### src/rtl/mem_sram_ctrl_pkg.sv
// Shared constants, FSM state encoding and address helper for the MEM-stage SRAM controller.
package mem_sram_ctrl_pkg;

    localparam int SRAM_ADDR_LEN = 18;
    localparam int SRAM_DATA_LEN = 16;
    localparam int DATA_MEM_BASE = 1024;
    localparam int WORD_ADDR_LEN = SRAM_ADDR_LEN - 1;

    typedef enum logic [1:0] {
        MS_IDLE = 2'd0,
        MS_LOW  = 2'd1,
        MS_HIGH = 2'd2,
        MS_DONE = 2'd3
    } ms_state_e;

    // Half-word address of one 16-bit half of a 32-bit word.
    function automatic logic [SRAM_ADDR_LEN-1:0] half_addr(
        input logic [WORD_ADDR_LEN-1:0] word,
        input logic                     hi
    );
        return {word, hi};
    endfunction

endpackage

### src/rtl/mem_sram_ctrl_wait_counter.sv
// Per-access hold counter: counts up from a synchronous clear and flags done once it reaches WAIT_CYCLES.
module mem_sram_ctrl_wait_counter #(
    parameter int WAIT_CYCLES = 2
) (
    input  logic clk,
    input  logic rst,
    input  logic clr_i,
    input  logic en_i,
    output logic done_o
);

    logic [3:0] count_q;
    logic [3:0] count_d;

    assign done_o = (count_q == 4'(WAIT_CYCLES));

    always_comb begin
        count_d = count_q;
        if (clr_i) begin
            count_d = '0;
        end else if (en_i && !done_o) begin
            count_d = count_q + 4'd1;
        end
    end

    always_ff @(posedge clk or negedge rst) begin
        if (!rst) begin
            count_q <= '0;
        end else begin
            count_q <= count_d;
        end
    end

endmodule

### src/rtl/mem_sram_ctrl.sv
// MEM-stage controller splitting each 32-bit load/store into two 16-bit SRAM accesses.
// Optional one-entry read cache enabled by defining MEM_RD_CACHE_EN.
module mem_sram_ctrl
    import mem_sram_ctrl_pkg::*;
#(
    parameter int WAIT_CYCLES = 2,
    parameter int MEM_BASE    = DATA_MEM_BASE
) (
    input  logic                     clk,
    input  logic                     rst,
    input  logic                     mem_r_en,
    input  logic                     mem_w_en,
    input  logic [31:0]              alu_res,
    input  logic [31:0]              val_r_m,
    output logic [31:0]              read_data,
    output logic                     ready,
    output logic                     freeze,
    output logic [SRAM_ADDR_LEN-1:0] sram_addr,
    output logic [SRAM_DATA_LEN-1:0] sram_dq_out,
    output logic                     sram_dq_oe,
    input  logic [SRAM_DATA_LEN-1:0] sram_dq_in,
    output logic                     sram_we_n
);

    ms_state_e                state_q;
    logic                     is_store_q;
    logic [WORD_ADDR_LEN-1:0] word_q;
    logic [31:0]              read_data_q;
    logic                     ready_q;
    logic [SRAM_ADDR_LEN-1:0] sram_addr_q;
    logic [SRAM_DATA_LEN-1:0] dq_out_q;
    logic                     dq_oe_q;
    logic                     we_n_q;

    logic                     req;
    logic [18:0]              req_diff;
    logic [WORD_ADDR_LEN-1:0] req_word;
    logic                     unused_addr_bits;
    logic                     cnt_en;
    logic                     cnt_clr;
    logic                     cnt_done;
    logic                     cache_hit;
    logic                     go_done;
    logic [31:0]              hit_data;

    assign req = mem_r_en | mem_w_en;

    // Only the low 19 bits of the modulo-2^32 difference reach the 17-bit word address.
    assign req_diff         = alu_res[18:0] - 19'(MEM_BASE);
    assign req_word         = req_diff[18:2];
    assign unused_addr_bits = ^{alu_res[31:19], req_diff[1:0]};

    assign freeze = req & (state_q != MS_DONE);

    assign read_data   = read_data_q;
    assign ready       = ready_q;
    assign sram_addr   = sram_addr_q;
    assign sram_dq_out = dq_out_q;
    assign sram_dq_oe  = dq_oe_q;
    assign sram_we_n   = we_n_q;

    assign cnt_en  = (state_q == MS_LOW) || (state_q == MS_HIGH);
    assign cnt_clr = !cnt_en || cnt_done;

    mem_sram_ctrl_wait_counter #(
        .WAIT_CYCLES(WAIT_CYCLES)
    ) u_wait (
        .clk   (clk),
        .rst   (rst),
        .clr_i (cnt_clr),
        .en_i  (cnt_en),
        .done_o(cnt_done)
    );

`ifdef MEM_RD_CACHE_EN
    logic                     cache_valid_q;
    logic [WORD_ADDR_LEN-1:0] cache_tag_q;
    logic [31:0]              cache_data_q;

    assign cache_hit = cache_valid_q && (cache_tag_q == req_word);
    assign hit_data  = cache_data_q;

    // The tag is the SRAM word address, so aliased byte addresses share one entry.
    always_ff @(posedge clk or negedge rst) begin
        if (!rst) begin
            cache_valid_q <= 1'b0;
            cache_tag_q   <= '0;
            cache_data_q  <= '0;
        end else begin
            if (state_q == MS_IDLE && req && mem_w_en && cache_tag_q == req_word) begin
                cache_valid_q <= 1'b0;
            end else if (state_q == MS_HIGH && cnt_done && !is_store_q) begin
                cache_valid_q <= 1'b1;
                cache_tag_q   <= word_q;
                cache_data_q  <= {sram_dq_in, read_data_q[15:0]};
            end
        end
    end
`else
    assign cache_hit = 1'b0;
    assign hit_data  = '0;
`endif

    assign go_done = mem_r_en & ~mem_w_en & cache_hit;

    always_ff @(posedge clk or negedge rst) begin
        if (!rst) begin
            state_q     <= MS_IDLE;
            is_store_q  <= 1'b0;
            word_q      <= '0;
            read_data_q <= '0;
            ready_q     <= 1'b0;
            sram_addr_q <= '0;
            dq_out_q    <= '0;
            dq_oe_q     <= 1'b0;
            we_n_q      <= 1'b1;
        end else begin
            case (state_q)
                MS_IDLE: begin
                    if (req) begin
                        is_store_q <= mem_w_en;
                        word_q     <= req_word;
                        if (go_done) begin
                            state_q     <= MS_DONE;
                            ready_q     <= 1'b1;
                            read_data_q <= hit_data;
                        end else begin
                            state_q     <= MS_LOW;
                            sram_addr_q <= half_addr(req_word, 1'b0);
                            dq_oe_q     <= mem_w_en;
                            we_n_q      <= ~mem_w_en;
                            if (mem_w_en) begin
                                dq_out_q <= val_r_m[15:0];
                            end
                        end
                    end
                end
                MS_LOW: begin
                    if (cnt_done) begin
                        state_q     <= MS_HIGH;
                        sram_addr_q <= half_addr(word_q, 1'b1);
                        if (is_store_q) begin
                            dq_out_q <= val_r_m[31:16];
                        end else begin
                            read_data_q[15:0] <= sram_dq_in;
                        end
                    end
                end
                MS_HIGH: begin
                    if (cnt_done) begin
                        state_q <= MS_DONE;
                        ready_q <= 1'b1;
                        dq_oe_q <= 1'b0;
                        we_n_q  <= 1'b1;
                        if (!is_store_q) begin
                            read_data_q[31:16] <= sram_dq_in;
                        end
                    end
                end
                default: begin
                    state_q <= MS_IDLE;
                    ready_q <= 1'b0;
                end
            endcase
        end
    end

endmodule
### config.mk
export PLATFORM = sky130hd
export DESIGN_NAME = mem_sram_ctrl
export DESIGN_NICKNAME = d
export VERILOG_FILES = /design/src/rtl/mem_sram_ctrl_pkg.sv /design/src/rtl/mem_sram_ctrl_wait_counter.sv /design/src/rtl/mem_sram_ctrl.sv
export SDC_FILE = /design/constraint.sdc
export NUM_CORES = 1
export LEC_CHECK = 0
export BUFFER_PORTS_ARGS = -buffer_cell sky130_fd_sc_hd__buf_2
export CAP_MARGIN = 15
export CORE_ASPECT_RATIO = 0.75
export CORE_MARGIN = 4
export CORE_UTILIZATION = 40
export DETAILED_ROUTE_END_ITERATION = 6
export PLACE_DENSITY = 0.74
export SETUP_SLACK_MARGIN = 0.02
export SLEW_MARGIN = 30
export SYNTH_ARGS = -nofsm -noshare
export SYNTH_HDL_FRONTEND = slang
export SYNTH_SLANG_ARGS = --single-unit
### constraint.sdc
create_clock -name clk -period 2.95 [get_ports clk]
set_input_delay 0.295 -clock clk [delete_from_list [all_inputs] [get_ports clk]]
set_output_delay 0.295 -clock clk [all_outputs]
set_load 0.02 [all_outputs]
Yosys cells after proc, flatten, opt, wreduce, memory -nomap -nowiden
Index checks and enable logic that the tools add are counted. Widths: inputs -> output; s select.

Logic and storage cells: 66. Latch bits: 0. Flip-flop bits (word level): 93. Output and inout bits: 70. Bits in read-only memories: 0. Bits of input ports: 84. Memories: 0. RAM bits: 0.

Equality and inequality tests: 9. Mux-type cells: 21. Reductions and logical operators: 18. Multipliers: 0. Divide/modulo/power cells: 0. Shift operators: 0. Order comparisons: 0. Add/sub/neg operators: 2. Bitwise operators: 5.

Operator list (count): $mux 16 (4); $mux 18 (2); $pmux 18 s2 (1); $pmux 16 s2 (1); $sub 19x11->19 const B (1); $reduce_and 3->1 (5); $ne 2x2->1 const B (6); $mux 4 (2); $mux 2 (3); $pmux 1 s2 (3); $pmux 2 s3 (1); $reduce_bool 2->1 (3); $reduce_and 5->1 (1); $add 4x1->4 const B (1); $eq 4x2->1 const B (1); $mux 1 (4); $reduce_and 2->1 (2); $not 1->1 (3); $eq 2x1->1 const B (1); $eq 2x2->1 const B (1); $logic_not 1->1 (2); $logic_not 2->1 (1); $logic_or 1x1->1 (2); $reduce_or 2->1 (1); other kinds (3) (3).

Logic depth before layout (Yosys ltp)
Depth after elaboration: 5. Depth in mapped cells: 8. Depth with buffers taken out: 6.

Modules after synthesis
Synthesis repeated with hierarchy kept, for this count alone.

Cell total of the unflattened synthesis: 349. Area total of the unflattened synthesis: 4115.2 µm².

Modules (own cells, without submodules): mem_sram_ctrl (times used 1, sequential area each 2228.4 µm², area each 3890.0 µm², cells an instance 327); mem_sram_ctrl_wait_counter (times used 1, sequential area each 100.1 µm², area each 225.2 µm², cells an instance 22).

Least setup slack after synthesis
No wires, ideal clock.

Kind: flip-flop to flip-flop. Start: reg state_q[0]. End: reg state_q[0]. Data arrival time: 1.811 ns. Path slack: 1.014 ns. Clock period less this slack: 1.936 ns. Stages on the path, launching flop included: 7. Library setup time: 0.125 ns. Cell sequence: dfrtp_1 inv_1 ha_1 buf_4 nor3b_1 nand2b_1 mux2_2.

Cells in the longest elaborated chain, start to end: 3. Elaborated cells between the ends (all ways): 8.

RTL lines: from (decl) (RTL line mem_sram_ctrl.sv:25) `ms_state_e state_q;`; from (signal assigned) (RTL line mem_sram_ctrl.sv:108) `state_q <= MS_IDLE;`; from (signal assigned) (RTL line mem_sram_ctrl.sv:124) `state_q <= MS_DONE;`; from (signal assigned) (RTL line mem_sram_ctrl.sv:128) `state_q <= MS_LOW;`; $eq 2x1->1, or another cell as far along (RTL line mem_sram_ctrl.sv:118) `case (state_q)`; $ne 2x2->1 (no source line); $reduce_and 3->1 (no source line).

Parallel ways exist; a longest one is shown, timed or not. A chain may end at the register's enable or synchronous reset.

Worst setup path after layout
Same ends and word-level chain as after synthesis.

==> results.tsv <==
metric	value	unit
H-Tree Level Count	3	
initial detailed-routing violation count	103	
largest net degree at the start of global routing	94	
design area	5360	µm²
layout cells sized above 1	0.460	
post-synth net total	435	
reg-to-reg slack, setup	0.70	ns
FP Rows	32	
CTS sink count	93	
CTS tree	yes	
Worst setup SP type	register	
post-detail-place hpwl	6660	µm
die area	12300	µm²
worst slew pin tran	0.741	ns
Leak Pwr	0.00259	µW
Crit path arrival time	2.46	ns
top-area cell type share of the netlist area	0.545	
Yosys cell types	45	
Area after DPL	5050	µm²
WL/cell	14.9	µm
global-route wire length before repair	15800	µm
unrepaired setup endpoints after global routing	no	
ranking of synthesized cells by area	dfrtp_1, mux2_2, mux2i_1, mux2_4, nor2_1	
Die W	127	µm
Synth Warn #	0	
Root Buffer	clkbuf_16	
Reg clk slew, reported paths	0.06	ns
Nets	572	
die span in y	97.0	µm
post-synthesis mux area share	0.186	
Crit path required time	3.17	ns
number of CTS-inserted buffers	9	
synthesized instance count	343	
latest clock arrival within the worst-skew pair	0.33	ns
EDFF count, synth	0	
antenna violations before repair	0	
Final Cycle Share	0.762	
cts hold-fix bufs	0	
clock buffer depth	2	
post-synthesis sequential area ratio	0.551	
skew final	0.00691	ns
worst-path fanout max	9	
CP endpoint kind	register	
ys flop type	dfrtp_1	
vias per cell	4.91	
total grt overflow	0	
ys async rst share	1.00	
Antenna Violating Nets Remaining	0	
GPL Wtd Cong	0.755	
maximum vdd ir drop	0.481	mV
Hold WC Path Type	in -> async	
Syn Std Cell Area	4230	µm²
Layout area overhead	26.8	%
Post-CTS Resized	0	
Initial Util	0.411	
Worst R2R End	state_q[0]	
CP Launch Point	state_q[0]	
largest family of logic cells by synthesized area	multiplexers	
vias	3047	
fin crit period	2.25	ns
Synth Area in XOR/XNOR	0.0186	
Syn Area/Cell	12.3	µm²
MaxCap Viol Count	0	
worst r2r path cells	5	
Pwr Density	1220	nW/µm²
setup_tns	0	ns
adder-cell area share of the yosys netlist	0.0237	
most common cell in the netlist	dfrtp_1	
Routed WL	9240	µm
vias in the first global route	3130	
Setup CP Type	reg -> reg	
Seq cells post-synth	93	
final hold violations	0	
Core Footprint	10300	µm²
fmax	445	MHz
Slew HR	0.506	
post-synthesis simple-gate area fraction	0.0959	
final hold slack	0.000625	ns
status	completed	
top cells by instance count after synthesis	dfrtp_1, nor2_1, mux2_2	
Final Max Tran Viols	0	
Final Setup Violations	0	
compound-cell area share of the yosys netlist	0.0917	
Worst Setup EP	state_q[0]	
post-CTS setup buffers	0	
n_diodes	0	
worst r2r src	state_q[0]	
IO Pins	154	
first drt pass iteration count	4	
Total Routing Usage GR	0.158	
residual DRC count	0	
number of I/O port buffers	138	
top cell type by total area after synthesis	dfrtp_1	
==> per-layer routing <==
metal	share of wire	global-route usage	up-vias	wire length [µm]
met5	0	0	-	0
met4	0.0097	0.0404	0	90
met3	0.082	0.0541	9	755
met2	0.47	0.248	103	4330
met1	0.44	0.209	1464	4060
li1	-	-	1471	-
==> state kept, by name (all words and copies together), names as in the netlist <==
name,cells
sram_we_n,1
ready,1
u_wait.count_q,4
is_store_q,1
sram_dq_oe,1
sram_dq_out,16
read_data,32
state_q,2
sram_addr,18
word_q,17
==> metrics by stage <==
step	total power, µW	utilization	setup WS (ns)	std cells
6_report	6560	0.521	0.703	621
5_1_grt	7040	0.521	0.528	621
4_1_cts	6650	0.521	0.715	621
3_5_place_dp	5420	0.490	0.732	605
3_3_place_gp	5260	0.489	0.728	604
2_1_floorplan	4500	-	1.01	343
==> how the worst min path moves through the flow <==
stage / to / from / cells past startpoint / slack (ns)
CTS: sram_addr[3] / rst / 2 / 0.02
finish: sram_addr[3] / rst / 2 / 0.0006
detailed placement: sram_addr[3] / rst / 2 / 0.38
global placement: sram_addr[3] / rst / 2 / 0.38
global route: sram_addr[3] / rst / 2 / 0.04
floorplan: is_store_q / rst / 0 / -0.0006
==> cells by family after synthesis <==
kind of cell | after synthesis
buf+inv | 24
fa+ha+maj | 8
simple gates | 83
flops | 93
compound gates | 58
mux | 68
xor+xnor | 9
==> cells in the final DEF, fill, tap and decap left out, types with 2 or more instances in the layout <==
cell type / netlist / routed
buf_2: 3 / 137
dfrtp_1: 92 / 92
nor2_1: 32 / 32
mux2_2: 30 / 30
nand2_1: 28 / 28
mux2i_1: 24 / 24
a21oi_1: 20 / 20
o21ai_0: 17 / 16
mux2_4: 14 / 14
xnor2_1: 9 / 9
o21ai_2: 8 / 9
clkbuf_16: 0 / 9
inv_1: 7 / 7
ha_1: 8 / 7
nand3_1: 5 / 5
buf_4: 2 / 4
o211ai_1: 3 / 3
a211oi_4: 1 / 2
nor3_1: 2 / 2
nand2_4: 2 / 2
nor3b_1: 2 / 2
inv_6: 0 / 2
clkbuf_8: 0 / 2
==> power by group <==
group | switching (µW) | internal (µW)
Combinational | 1840 | 1260
Sequential | 344 | 1920
Clock | 478 | 710
Total | 2660 | 3890
==> worst max-delay path, cell delays in order (launching register included) <==
cell	delay (ns)
dfrtp_1	0.43
inv_1	0.10
ha_1	0.34
nor3b_1	0.66
nand2b_1	0.25
mux2_2	0.35
==> area by class of cell <==
type                       count  area (µm²)
timing repair buffer         143         747
tap                          136         170
sequential                    93        2330
clock buffer                  11         253
inverter                       7        26.3
clock inverter                 5        63.8
fill                         941        4930
multi-input combinational    226        1770
Note: power is estimated with default switching activity, not from simulation.
